$ cat config.mk
export PLATFORM = sky130hd
export DESIGN_NAME = synch_filt
export DESIGN_NICKNAME = d
export VERILOG_FILES = /design/src/rtl/synch_filt.sv
export SDC_FILE = /design/constraint.sdc
export NUM_CORES = 1
export LEC_CHECK = 0
export ABC_AREA = 1
export BUFFER_PORTS_ARGS = -buffer_cell sky130_fd_sc_hd__buf_2
export CELL_PAD_IN_SITES_DETAIL_PLACEMENT = 1
export CELL_PAD_IN_SITES_GLOBAL_PLACEMENT = 1
export CORE_AREA = 3 3 40 42
export CTS_CLUSTER_SIZE = 12
export DETAILED_ROUTE_END_ITERATION = 12
export DIE_AREA = 0 0 43 45
export PLACE_DENSITY = 0.4
export SYNTH_ARGS = -nofsm -noshare
export SYNTH_HDL_FRONTEND = slang
export SYNTH_SLANG_ARGS = --single-unit
$ cat constraint.sdc
create_clock -name clk -period 0.95 [get_ports clk]
set_input_delay 0.095 -clock clk [delete_from_list [all_inputs] [get_ports clk]]
set_output_delay 0.095 -clock clk [all_outputs]
set_load 0.05 [all_outputs]
$ cat src/rtl/synch_filt.sv
// synch_filt: multi-channel input synchroniser with per-channel debounce
// filter and registered rise/fall/changed pulses. Single clock domain,
// synchronous active-low reset.
module synch_filt #(
   parameter int unsigned     WIDTH     = 1,
   parameter int unsigned     STAGES    = 2,
   parameter int unsigned     FILTER    = 1,
   parameter logic [WIDTH-1:0] RESET_VAL = '0
) (
   input  logic             clk,
   input  logic             reset_n,
   input  logic [WIDTH-1:0] i,
   output logic [WIDTH-1:0] o,
   output logic [WIDTH-1:0] rise,
   output logic [WIDTH-1:0] fall,
   output logic             changed
);

   localparam int unsigned CNT_W = (FILTER > 1) ? $clog2(FILTER) : 1;

   // Reject illegal parameterisations at elaboration
   if (STAGES < 2 || STAGES > 4) begin : g_bad_stages
      $error("synch_filt: STAGES must be in 2..4");
   end
   if (FILTER < 1 || FILTER > 65535) begin : g_bad_filter
      $error("synch_filt: FILTER must be in 1..65535");
   end

   logic [STAGES-1:0][WIDTH-1:0] sync_q;
   logic [WIDTH-1:0]             s_c;
   logic [WIDTH-1:0]             upd_c;
   logic [WIDTH-1:0]             o_q, o_d;
   logic [WIDTH-1:0]             rise_q, rise_d;
   logic [WIDTH-1:0]             fall_q, fall_d;
   logic                         changed_q, changed_d;

   // Synchroniser chain: stage 0 samples the async input
   always_ff @(posedge clk) begin
      if (!reset_n) begin
         sync_q <= {STAGES{RESET_VAL}};
      end else begin
         sync_q <= {sync_q[STAGES-2:0], i};
      end
   end

   assign s_c = sync_q[STAGES-1];

   // Per-channel stability counter; a channel updates once its synchronised
   // value has differed from the output for FILTER consecutive edges
   for (genvar b = 0; b < WIDTH; b++) begin : g_ch
      if (FILTER > 1) begin : g_cnt
         logic [CNT_W-1:0] cnt_q, cnt_d;
         logic             at_max_c;

         assign at_max_c = (cnt_q == CNT_W'(FILTER - 1));

         // Count mismatching edges; any match or an accepted change restarts
         always_comb begin
            cnt_d = cnt_q;
            if (s_c[b] == o_q[b]) begin
               cnt_d = '0;
            end else if (at_max_c) begin
               cnt_d = '0;
            end else begin
               cnt_d = cnt_q + CNT_W'(1);
            end
         end

         // Counter register, cleared by reset so pending debounce is dropped
         always_ff @(posedge clk) begin
            if (!reset_n) begin
               cnt_q <= '0;
            end else begin
               cnt_q <= cnt_d;
            end
         end

         assign upd_c[b] = (s_c[b] != o_q[b]) && at_max_c;
      end else begin : g_nocnt
         assign upd_c[b] = (s_c[b] != o_q[b]);
      end
   end

   // Next output value and edge pulses from the per-channel update strobes
   always_comb begin
      o_d       = (o_q & ~upd_c) | (s_c & upd_c);
      rise_d    = upd_c & s_c;
      fall_d    = upd_c & ~s_c;
      changed_d = |(rise_d | fall_d);
   end

   // Output and pulse registers
   always_ff @(posedge clk) begin
      if (!reset_n) begin
         o_q       <= RESET_VAL;
         rise_q    <= '0;
         fall_q    <= '0;
         changed_q <= 1'b0;
      end else begin
         o_q       <= o_d;
         rise_q    <= rise_d;
         fall_q    <= fall_d;
         changed_q <= changed_d;
      end
   end

   assign o       = o_q;
   assign rise    = rise_q;
   assign fall    = fall_q;
   assign changed = changed_q;

endmodule
# Word level (Yosys, flattened, before mapping)
# Cells that the tools add are included.
# totals
register_bits	6
inputBits	3
wordCells	14
# op_classes
n_eq_ne	1
bitwise	7
# op_table
operator	count
AND 1 bit	3
inverter 1 bit	2
OR 1 bit	2
inequality test 1 bit	1

# Logic depth before layout (Yosys ltp)
# depth
ltp_word	4
ltp_mapped	4
depth_no_buf	4

# Worst setup path after synthesis
# No wires, ideal clock.
# synth_path
path_type	reg2reg
startpoint	reg o_q, in the netlist o
endpoint	reg changed_q, in the netlist changed
setup_ns	0.064
arrival_time_ns	1.112
setup_slack_ns	-0.226
stages_incl_launch_ff	4
path_cell_list	dfxtp_1 -> inv_1 -> ha_1 -> nor2_1
# synth_between
elab_chain_cells	3
# synth_rtl
item	line_no	source
start: declaration	32	logic [WIDTH-1:0] o_q, o_d;
start signal: assignment	95	o_q <= RESET_VAL;
start signal: assignment	100	o_q <= o_d;
inequality test 1 bit (*)	80	assign upd_c[b] = (s_c[b] != o_q[b]);
AND 1 bit, on equally long branches	87, 88	
OR 1 bit (*)	89	changed_d = |(rise_d | fall_d);
end signal: assignment	103	changed_q <= changed_d;
end: declaration	35	logic changed_q, changed_d;
# Mark *: on every way between the ends. The rest lies on a longest branch, timed or not.
# A chain may end at the register's enable or synchronous reset.

# Worst setup path after layout
# layout_path
startpoint	reg fall_q, in the netlist fall
endpoint	out fall
# layout_rtl
item	line_no	source
start: declaration	34	logic [WIDTH-1:0] fall_q, fall_d;
start signal: assignment	102	fall_q <= fall_d;
end: declaration	15	output logic [WIDTH-1:0] fall,
# No word-level cell between the ends.

==> metrics.cfg <==
[synth]
synth-async-reset-ratio_pct=0
synthTopCellsByCount=inv_1, dfxtp_1, nand2_1
synth_top_cells_by_area=dfxtp_1, ha_1, inv_1
netlist.area_leader.share_pct=57.14
yosysUniqueCellTypes=5
synth.most_common_cell=inv_1
yosys.area.top_type=dfxtp_1
synth-seq-cells=6
synth_warnings=0
synthCells=23
avgSynthCellArea_um2=9.139
synth_nets=29
ys.flop_type=dfxtp_1
ys_seq_area_share_pct=57.14
synth-edff-count=0
synthesis.area_um2=210.2

[clock_tree]
cts-buffers-inserted=3
clk_path_buf_depth=2
clkTransAtPathRegs_ps=50
cts_tree=built
clk_latency_ps=250
clock_sinks=6
root_buffer=clkbuf_4
cts_htree_levels=1
cts_setup_buffers=0

[worst_setup_path]
critical-path-slowest-cell=dfxtp_1
path_class=flop to output pin
crit_fanout=1
critPathTopFamily=flip-flops
cp-start-kind=flop
crit_buf_inv=1
crit_arrival_ps=800
crit_path_cell_trace=buf_2
max_stage_delay_ps=300
critPathRequiredTime_ps=850
end_kind=output pin

[timing]
slew_headroom_pct=83.53
fin_crit_ps=891.5
finalMaxSlewViolations=0
timing.final.crit_share_pct=93.84
finalHoldViolations=0
setup_violations=0
final.setup.worst_slack_ps=58.54
rsz0062_at_grt=false
finClkSkew_ps=7.120
max_freq_ghz=1.122
tightest_slew_ps=248.8
fin_setup_tns_ps=0

[global_routing]
overflow=0
grt_pass1_vias=138
grt_pass1_wl_um=607
antenna_found_initial=0
track_usage_pct=5.505
grt_max_degree=7

[drt]
drt_wl_total_um=339
via_count=167
firstDrtPassIters=1
wire_per_inst_um=7.063
ant_nets=0
dr.first_iter.drc_count=0
drcViolationCount=0
viasPerCell=3.479

[place]
gp_congestion=0.5734
placed_area_um2=262.8
io_buffer_count=6
post-place-ws_ps=125.6

[job]
maxCapViolations=0

[pwr]
p_int_mw=0.4306
pwr-share-seq_pct=47.1
p_leak_nw=0.1772
irDropWorstVdd_mv=0.6220
pwr-share-comb_pct=7.3
swShare_pct=23.01
p_per_area_nw_per_um2=1918
p_sw_mw=0.1287
p_clk_share_pct=45.6

[layout]
register_area_um2=123.9
n_antenna_cell=0
area.growth.synth_to_final_pct=38.69
multiInputGateArea_um2=63.81
nFillCells=169
nets=40
final_area_um2=291.5
drive_gt1_share_pct=30.30

[floorplanning]
core_area_um2=1285
die_area_um2=1935
dieWidth_um=43
num_rows=13
initial_utilization_pct=16.36
die_h_um=45
num_io_pins=7

[outcome]
status=complete, no violations

[worst_hold_path]
hp-class=primary input to flop

==> final timing paths <==
check,startpoint,end,slack [ps],depth (start not counted)
min,i,sync_q[0],30,3
max,fall,fall,60,1
max reg2reg,o,changed,120,3
min reg2reg,sync_q[0],s_c,410,2
==> through the flow <==
stage | hold WS, ps | util (%) | power, mW | std cells
after floorplan | 188.5 | - | 0.2949 | 23
after global placement | 273.8 | 20.45 | 0.3084 | 44
after detailed placement | 277.9 | 20.45 | 0.3091 | 44
after CTS | 20.98 | 22.69 | 0.5790 | 48
after global routing | 37.08 | 22.69 | 0.6118 | 48
final | 30.38 | 22.69 | 0.5593 | 48
==> routing by layer <==
metal | track usage (%) | up-vias | part of all wire [%] | routed length, µm
li1 | - | 85 | - | -
met1 | 4.843 | 70 | 35 | 118
met2 | 5.689 | 10 | 43 | 147
met3 | 7.171 | 2 | 18 | 61
met4 | 5.422 | 0 | 3.5 | 12
met5 | 0 | - | 0 | 0
==> area by class of cell <==
cell class,instances,share of cell area (%)
flip-flops and latches,6,42.49
multi-input cells,10,21.89
repair buffers,6,11.16
clock buffers,4,9.013
inverters,7,9.013
well taps,15,6.438
==> power groups by stage <==
stage | clock network [mW] | registers [mW] | logic [mW]
2_1_floorplan | 0 | 0.286 | 0.00929
3_3_place_gp | 0 | 0.268 | 0.0402
3_5_place_dp | 0 | 0.269 | 0.0405
4_1_cts | 0.274 | 0.263 | 0.0414
5_1_grt | 0.302 | 0.264 | 0.0450
6_report | 0.255 | 0.263 | 0.0408
==> placed cells by master (no fill, tap or decap), drive strengths merged <==
| cell | instances |
|---|---|
| buf | 6 |
| nor2 | 1 |
| clkbuf | 4 |
| ha | 3 |
| dfxtp | 6 |
| inv | 7 |
| nand2 | 6 |
==> cells by family (layout without fill, tap and decap cells) <==
group | count (synthesis) | in the layout | synth area share (%)
fa+ha+maj | 3 | 3 | 17.86
buf+inv | 7 | 17 | 12.50
flops | 6 | 6 | 57.15
simple gates | 7 | 7 | 12.50
==> registers in the layout (all words and copies together) (netlist names) <==
name     flops
changed      1
sync_q       1
s_c          1
rise         1
fall         1
o            1
==> repair_timing <==
action,CTS,global route
hold endpoints to repair,0,0
setup endpoints to repair,1,0
resized for setup,1,0
hold buffers,0,0
(Power assumes the default switching activity.)
